$ cat src/rtl/router_pkg.sv
// Shared definitions for the router output arbiter: flit type codes,
// source indices, FSM state encoding and small index helpers.
package router_pkg;

    localparam logic [1:0] FLIT_EMPTY = 2'b00;
    localparam logic [1:0] FLIT_HEAD  = 2'b01;
    localparam logic [1:0] FLIT_BODY  = 2'b10;
    localparam logic [1:0] FLIT_TAIL  = 2'b11;

    localparam logic [1:0] SRC_VC0 = 2'd0;
    localparam logic [1:0] SRC_VC1 = 2'd1;
    localparam logic [1:0] SRC_NI  = 2'd2;
    localparam int         NUM_SRC = 3;

    typedef enum logic {
        ST_IDLE   = 1'b0,
        ST_LOCKED = 1'b1
    } arb_state_t;

    // Round-robin successor; an out-of-range index wraps to VC0.
    function automatic logic [1:0] next_src(input logic [1:0] s);
        case (s)
            SRC_VC0: return SRC_VC1;
            SRC_VC1: return SRC_NI;
            default: return SRC_VC0;
        endcase
    endfunction

    function automatic logic [1:0] onehot_to_src(input logic [2:0] oh);
        if (oh[2]) return SRC_NI;
        if (oh[1]) return SRC_VC1;
        return SRC_VC0;
    endfunction

endpackage

$ cat src/rtl/router_out_arbiter_if.sv
// Signal bundle between the flit sources/downstream link and the output arbiter.
// wd_abort exists only when ARB_WATCHDOG_EN is defined.
interface router_out_arbiter_if #(
    parameter int CW = 3
);
    logic [7:0]    flit_vc0;
    logic [7:0]    flit_vc1;
    logic [7:0]    flit_ni;
    logic          credit_in;
    logic [2:0]    pop;
    logic [2:0]    grant;
    logic [7:0]    flit_out_down;
    logic          out_valid;
    logic [CW-1:0] credits;
    logic          stray;
`ifdef ARB_WATCHDOG_EN
    logic          wd_abort;

    modport master (
        input  flit_vc0, flit_vc1, flit_ni, credit_in,
        output pop, grant, flit_out_down, out_valid, credits, stray, wd_abort
    );
    modport slave (
        output flit_vc0, flit_vc1, flit_ni, credit_in,
        input  pop, grant, flit_out_down, out_valid, credits, stray, wd_abort
    );
`else
    modport master (
        input  flit_vc0, flit_vc1, flit_ni, credit_in,
        output pop, grant, flit_out_down, out_valid, credits, stray
    );
    modport slave (
        output flit_vc0, flit_vc1, flit_ni, credit_in,
        input  pop, grant, flit_out_down, out_valid, credits, stray
    );
`endif
endinterface

$ cat src/rtl/rr_arbiter3.sv
// Combinational 3-way round-robin pick: search starts at the source after 'last'.
module rr_arbiter3
    import router_pkg::*;
(
    input  logic [2:0] req,
    input  logic [1:0] last,
    output logic [2:0] gnt
);
    logic [1:0] cand0;
    logic [1:0] cand1;
    logic [1:0] cand2;

    assign cand0 = next_src(last);
    assign cand1 = next_src(cand0);
    assign cand2 = next_src(cand1);

    always_comb begin
        gnt = 3'b000;
        if (req[cand0])      gnt[cand0] = 1'b1;
        else if (req[cand1]) gnt[cand1] = 1'b1;
        else if (req[cand2]) gnt[cand2] = 1'b1;
    end
endmodule

$ cat src/rtl/router_out_arbiter.sv
// Wormhole-locking, credit-flow-controlled output arbiter for VC0/VC1/NI sources.
// Optional lock watchdog enabled by defining ARB_WATCHDOG_EN.
module router_out_arbiter
    import router_pkg::*;
#(
    parameter int CREDITS   = 4,
    parameter int CW        = 3,
    parameter int WD_CYCLES = 16
) (
    input  logic                 clk,
    input  logic                 rst,
    router_out_arbiter_if.master bus
);
    localparam logic [CW-1:0] CRED_MAX = CW'(CREDITS);

    arb_state_t    state_reg, state_next;
    logic [1:0]    owner_reg, owner_next;
    logic [1:0]    last_reg, last_next;
    logic [2:0]    grant_reg, grant_next;
    logic [7:0]    flit_out_reg;
    logic          out_valid_reg;
    logic [CW-1:0] credits_reg, credits_next;
    logic          stray_reg, stray_next;

    logic [7:0]         flit_src [NUM_SRC];
    logic [1:0]         ftype    [NUM_SRC];
    logic [NUM_SRC-1:0] head_req;
    logic [NUM_SRC-1:0] stray_req;
    logic [2:0]         arb_req;
    logic [2:0]         rr_gnt;
    logic [2:0]         pop_c;
    logic               has_credit;
    logic               send;
    logic [7:0]         send_flit;
    logic [1:0]         owner_type;
    logic               wd_hit;

    assign flit_src[0] = bus.flit_vc0;
    assign flit_src[1] = bus.flit_vc1;
    assign flit_src[2] = bus.flit_ni;

    genvar gi;
    generate
        for (gi = 0; gi < NUM_SRC; gi++) begin : g_src
            assign ftype[gi]     = flit_src[gi][7:6];
            assign head_req[gi]  = (ftype[gi] == FLIT_HEAD);
            assign stray_req[gi] = (ftype[gi] == FLIT_BODY) || (ftype[gi] == FLIT_TAIL);
        end
    endgenerate

    assign has_credit = (credits_reg != '0);
    assign arb_req    = head_req & {3{has_credit}};
    assign owner_type = ftype[owner_reg];

    rr_arbiter3 u_rr (
        .req  (arb_req),
        .last (last_reg),
        .gnt  (rr_gnt)
    );

`ifdef ARB_WATCHDOG_EN
    localparam int WDW = $clog2(WD_CYCLES + 1);
    localparam logic [WDW-1:0] WD_LAST = WDW'(WD_CYCLES - 1);
    logic [WDW-1:0] wd_cnt_reg, wd_cnt_next;
    logic           wd_abort_reg;

    assign wd_hit = (state_reg == ST_LOCKED) && (owner_type == FLIT_EMPTY)
                    && has_credit && (wd_cnt_reg == WD_LAST);
`else
    assign wd_hit = 1'b0;
`endif

    // Stray discards and the round-robin winner never overlap: one is body/tail, the other a head.
    always_comb begin
        state_next = state_reg;
        owner_next = owner_reg;
        last_next  = last_reg;
        grant_next = grant_reg;
        pop_c      = 3'b000;
        send       = 1'b0;
        send_flit  = flit_src[owner_reg];
        stray_next = 1'b0;
        case (state_reg)
            ST_IDLE: begin
                pop_c      = stray_req | rr_gnt;
                stray_next = |stray_req;
                if (|rr_gnt) begin
                    send       = 1'b1;
                    send_flit  = flit_src[onehot_to_src(rr_gnt)];
                    state_next = ST_LOCKED;
                    owner_next = onehot_to_src(rr_gnt);
                    last_next  = onehot_to_src(rr_gnt);
                    grant_next = rr_gnt;
                end
            end
            ST_LOCKED: begin
                // An owner head here is a protocol error and is simply held.
                if (has_credit && (owner_type == FLIT_BODY || owner_type == FLIT_TAIL)) begin
                    send             = 1'b1;
                    pop_c[owner_reg] = 1'b1;
                    if (owner_type == FLIT_TAIL) begin
                        state_next = ST_IDLE;
                        grant_next = 3'b000;
                    end
                end else if (wd_hit) begin
                    state_next = ST_IDLE;
                    grant_next = 3'b000;
                end
            end
            default: begin
                state_next = ST_IDLE;
                grant_next = 3'b000;
            end
        endcase
    end

    always_comb begin
        credits_next = credits_reg;
        if (send && !bus.credit_in)
            credits_next = credits_reg - 1'b1;
        else if (!send && bus.credit_in && credits_reg != CRED_MAX)
            credits_next = credits_reg + 1'b1;
    end

    always_ff @(posedge clk or posedge rst) begin
        if (rst) begin
            state_reg     <= ST_IDLE;
            owner_reg     <= SRC_VC0;
            last_reg      <= SRC_NI;
            grant_reg     <= 3'b000;
            flit_out_reg  <= 8'h00;
            out_valid_reg <= 1'b0;
            credits_reg   <= CRED_MAX;
            stray_reg     <= 1'b0;
        end else begin
            state_reg     <= state_next;
            owner_reg     <= owner_next;
            last_reg      <= last_next;
            grant_reg     <= grant_next;
            if (send) flit_out_reg <= send_flit;
            out_valid_reg <= send;
            credits_reg   <= credits_next;
            stray_reg     <= stray_next;
        end
    end

`ifdef ARB_WATCHDOG_EN
    // Counts owner idle cycles with credit available; a credit stall freezes it.
    always_comb begin
        wd_cnt_next = wd_cnt_reg;
        if (state_next != ST_LOCKED || send)
            wd_cnt_next = '0;
        else if (has_credit && wd_cnt_reg != WD_LAST)
            wd_cnt_next = wd_cnt_reg + 1'b1;
    end

    always_ff @(posedge clk or posedge rst) begin
        if (rst) begin
            wd_cnt_reg   <= '0;
            wd_abort_reg <= 1'b0;
        end else begin
            wd_cnt_reg   <= wd_cnt_next;
            wd_abort_reg <= wd_hit && !send;
        end
    end

    assign bus.wd_abort = wd_abort_reg;
`endif

    assign bus.pop           = pop_c;
    assign bus.grant         = grant_reg;
    assign bus.flit_out_down = flit_out_reg;
    assign bus.out_valid     = out_valid_reg;
    assign bus.credits       = credits_reg;
    assign bus.stray         = stray_reg;
endmodule

$ cat src/flat_wrapper.sv
// flat-port wrapper written by rule: the top's interface ports become plain ports
module router_out_arbiter_flat import router_pkg::*;
#(
    parameter int CREDITS   = 4,
    parameter int CW        = 3,
    parameter int WD_CYCLES = 16
)
  (clk, rst, bus_flit_vc0, bus_flit_vc1, bus_flit_ni, bus_credit_in, bus_pop, bus_grant, bus_flit_out_down, bus_out_valid, bus_credits, bus_stray);
  router_out_arbiter_if #(.CW(CW)) bus_i ();
  input  logic clk;
  input  logic rst;
  input wire logic [$bits(bus_i.flit_vc0)-1:0] bus_flit_vc0;
  input wire logic [$bits(bus_i.flit_vc1)-1:0] bus_flit_vc1;
  input wire logic [$bits(bus_i.flit_ni)-1:0] bus_flit_ni;
  input wire logic [$bits(bus_i.credit_in)-1:0] bus_credit_in;
  output wire logic [$bits(bus_i.pop)-1:0] bus_pop;
  output wire logic [$bits(bus_i.grant)-1:0] bus_grant;
  output wire logic [$bits(bus_i.flit_out_down)-1:0] bus_flit_out_down;
  output wire logic [$bits(bus_i.out_valid)-1:0] bus_out_valid;
  output wire logic [$bits(bus_i.credits)-1:0] bus_credits;
  output wire logic [$bits(bus_i.stray)-1:0] bus_stray;
  assign bus_i.flit_vc0 = bus_flit_vc0;
  assign bus_i.flit_vc1 = bus_flit_vc1;
  assign bus_i.flit_ni = bus_flit_ni;
  assign bus_i.credit_in = bus_credit_in;
  assign bus_pop = bus_i.pop;
  assign bus_grant = bus_i.grant;
  assign bus_flit_out_down = bus_i.flit_out_down;
  assign bus_out_valid = bus_i.out_valid;
  assign bus_credits = bus_i.credits;
  assign bus_stray = bus_i.stray;
  router_out_arbiter #(.CREDITS(CREDITS), .CW(CW), .WD_CYCLES(WD_CYCLES)) u_core (.clk(clk), .rst(rst), .bus(bus_i));
endmodule
$ cat config.mk
export PLATFORM = sky130hd
export DESIGN_NAME = router_out_arbiter_flat
export DESIGN_NICKNAME = d
export VERILOG_FILES = /design/src/rtl/router_pkg.sv /design/src/rtl/router_out_arbiter_if.sv /design/src/rtl/rr_arbiter3.sv /design/src/rtl/router_out_arbiter.sv /design/src/flat_wrapper.sv
export SDC_FILE = /design/constraint.sdc
export NUM_CORES = 1
export LEC_CHECK = 0
export ABC_AREA = 1
export CAP_MARGIN = 25
export CORE_MARGIN = 3
export CORE_UTILIZATION = 35
export DETAILED_ROUTE_END_ITERATION = 8
export HOLD_SLACK_MARGIN = 0.03
export PLACE_DENSITY = 0.68
export SLEW_MARGIN = 20
export SYNTH_ARGS = -nofsm -noshare
export SYNTH_HDL_FRONTEND = slang
export SYNTH_SLANG_ARGS = --single-unit
$ cat constraint.sdc
create_clock -name clk -period 3.1 [get_ports clk]
set_input_delay 0.31 -clock clk [delete_from_list [all_inputs] [get_ports clk]]
set_output_delay 0.31 -clock clk [all_outputs]
set_load 0.01 [all_outputs]
==> results.md <==
- In this run the critical register-to-register path is captured at u_core.bus.credits[2].
- The number of global-route vias before repair is 1,487.
- The flip-flop and latch count after synthesis is 20.
- After synthesis, the cell types taking the most area are dfrtp_1 (30%), nand2_1 (18%), inv_1 (7.0%).
- Counting cells, the worst reg-to-reg path comes to 15.
- The detailed router finished its first iteration with 82 violations.
- 0 antenna diodes ended up in the layout.
- The worst setup slack for register-to-register paths is between 500 and 600 ps.
- Among all flip-flop cells after synthesis, the most frequent one is dfrtp_1.
- TritonCTS built the clock tree.
- The relative max-transition margin is just under 50%.
- The total number of H-tree levels is 1.
- The total number of clock tree sinks is 20.
- VDD sags by at most about 360 uV.
- The first global-routing pass estimated slightly below 7 mm of wire.
- In this run, post-CTS repair resized a total of 0 instances.
- Detailed routing inserted a total of about 1.5k vias.
- The area of the core is just over 0.004 sq mm.
- The number of nets in the synthesized netlist is around 240.
- The startpoint-to-endpoint class of the critical path is primary input to output pin.
- The run finished with clean final reports.
- The clock tree buffer depth is 2.
- After legalization and detailed placement, the total HPWL measured between 3 and 4 mm.
- The number of warnings issued by yosys is 0.
- Summed over all layers, the routed wires come to 4.00 mm.
- For this run, the register share of the synthesized area comes to roughly a third.
- The hold violation count in the final report came to 0.
- Post-CTS timing repair inserted 0 buffers for setup.
- The number of nets in the finished design is around 290.
- The number of remaining DRC errors is 0.
- The type of element launching the critical path is a primary input.
- Summing every instance area after synthesis gives about 0.0015 sq mm.
- Summed over all layers, the global routing overflow is 0.
- The routed design could run at a clock period as short as around 2800 ps.
- The average instance in the mapped netlist occupies between 7 and 8 sq um.
- Of all cell types, the one taking the most synthesized area is dfrtp_1.
- Setup violations remaining at the end of the flow were counted as 0.
- At the worst endpoint, the required time is ~2800 ps.
- The final weighted congestion in routability-driven placement is around 0.92.
- Row generation in the floorplan step produced 23 rows.
- The routed length per placed instance is 12.7 um.
- In the final layout, the share of cells above drive strength 1 is around 14%.
- Before antenna repair, the detailed router went through 4 iterations.
- The analysis attributes to cell leakage a power of 1.05 nW.
- The count of pins on the block boundary is between 40 and 50.
- The power per cell area is approximately 1000 mW/mm^2.
- Across the run, the number of max-cap violations was 0.
- Synthesis instantiated 31 different standard cells from the library.
- By instance count, the leading cell after synthesis is nand2_1.
- In this run, CTS created clock tree buffers numbering 3.
- The final sum of negative setup slack is 0 ps.
- The transition time of the tightest slew-check pin is about 760 ps.
- The async set-reset flop share out of synthesis is 100%.
- The flip-flop count of the largest register, all copies and words added is 8.
- The count of flip-flops with a built-in enable after synthesis is 0.
- The tree is rooted in a clkbuf_8.
- During placement, the flow inserted port buffers numbering 45.
- On the final layout, the worst clock skew is 1.26 ps.
- The number of nets with antenna violations after detailed routing is 0.
- The worst hold path belongs to the class primary input to asynchronous set/reset pin.
- The clock latency on the worst-skew pair is about 260 ps.
- Based on the critical path, the design can be clocked at up to ~360 MHz.
- Setup repair after global routing left no endpoint under its margin.
- The number of hold buffers added after CTS was 0.
- The starting density of the core is a little under two fifths.
- The launching point of the worst reg2reg path is u_core.bus.credits[2].
- The largest fanout of any net on the critical path is 9.
- The die covers slightly above 0.005 sq mm.
- The vias per cell is 4.89.
- The endpoint type of the worst setup path is an output pin.
- The commonest cells after synthesis are nand2_1 (74), inv_1 (28), dfrtp_1 (18).
- The share of the clock period used by the worst path is between 80% and 90%.
- Across every metal layer, demand over resource in global routing totals between 15 and 20%.
- Cells fill approximately 52% of the core in the end.
- The vertical extent of the die is around 71 um.
- Clock-pin slew was measured on the worst setup and hold paths at around 80 ps.
- The pin count of the biggest net entering global routing is 21.
- The portion of synthesized cell area occupied by the leading cell type is ~30%.
- The cell count after synthesis came out at roughly 210.
- The die outline width is slightly above 70 um.
- The synthesis-to-layout area growth is 39.7%.
- The number of slew-limit violations in the final report is 0.
- The number of antenna violations at the first check in global routing is 0.
- At the worst endpoint, the arrival time is between 2000 and 2500 ps.
## through the flow
stage,hold slack [ps],power (W),cell area (sq um),setup WS [ps],std cells
floorplan,272,0.00143,1500,884,214
global placement,460,0.00191,2030,245,311
detailed placement,468,0.00193,2030,256,311
CTS,486,0.00220,2100,330,315
global route,502,0.00239,2100,205,315
finish,481,0.00218,2100,324,315
## where the power goes
group          switching, W  total [W]  internal (W)
logic              0.000825    0.00142      0.000593
registers          0.000102   0.000499      0.000397
clock network     0.0000902   0.000262      0.000172
## critical path, cell delays in order
cell,delay [ps]
clkdlybuf4s50_1,520
inv_1,80
nand2_1,80
inv_1,70
nand2_1,90
o2111ai_1,130
nand2_2,250
nand2_1,210
o221ai_1,140
clkdlybuf4s50_1,580
## how the worst max path moves through the flow
stage          cells past startpoint  slack, ps               endpoint             startpoint
3_5_place_dp                      18        260  u_core.bus.credits[2]        bus_flit_vc1[7]
5_1_grt                           10        200             bus_pop[2]        bus_flit_vc1[7]
3_3_place_gp                      18        240  u_core.bus.credits[2]        bus_flit_vc1[7]
6_report                          10        320             bus_pop[2]        bus_flit_vc1[7]
4_1_cts                           10        330             bus_pop[2]        bus_flit_vc1[7]
2_1_floorplan                     15        880  u_core.bus.credits[2]  u_core.bus.credits[2]
## cells by family (layout without fill, tap and decap cells)
kind of cell	after synthesis	after routing	share of synthesized area (%)
AND/OR/NAND/NOR	128	128	43.1
buffers and inverters	33	84	8.75
AO/OA/AOI/OAI	32	32	13.3
flip-flops	20	20	33.5
adder cells (fa/ha/maj)	1	1	1.33
## layout make-up
type | instances | area (sq um)
clock buffers | 3 | 41.3
clock inverters | 1 | 30.0
flip-flops and latches | 20 | 503
fillers | 411 | 1960
well taps | 50 | 62.6
inverters | 32 | 120
multi-input cells | 161 | 867
repair buffers | 48 | 473
## cells in the final DEF (no fill, tap or decap), types with 4 or more instances in the layout
master	instances
nand2_4	6
o21ai_0	9
a21oi_1	6
nand2_1	74
o21ai_1	5
nand3_1	13
nand2_2	9
nand3_2	5
inv_1	28
nand4_1	4
clkdlybuf4s50_1	45
dfrtp_1	18
nor2_1	12
## metal layers
metal,vias up,global-route usage (%),part of all wire [%]
li1,792,-,-
met5,-,0,0
met4,0,3.76,1.5
met3,6,3.09,4.9
met1,700,23.0,46
met2,42,27.8,47
Note: power is estimated with default switching activity, not from simulation.
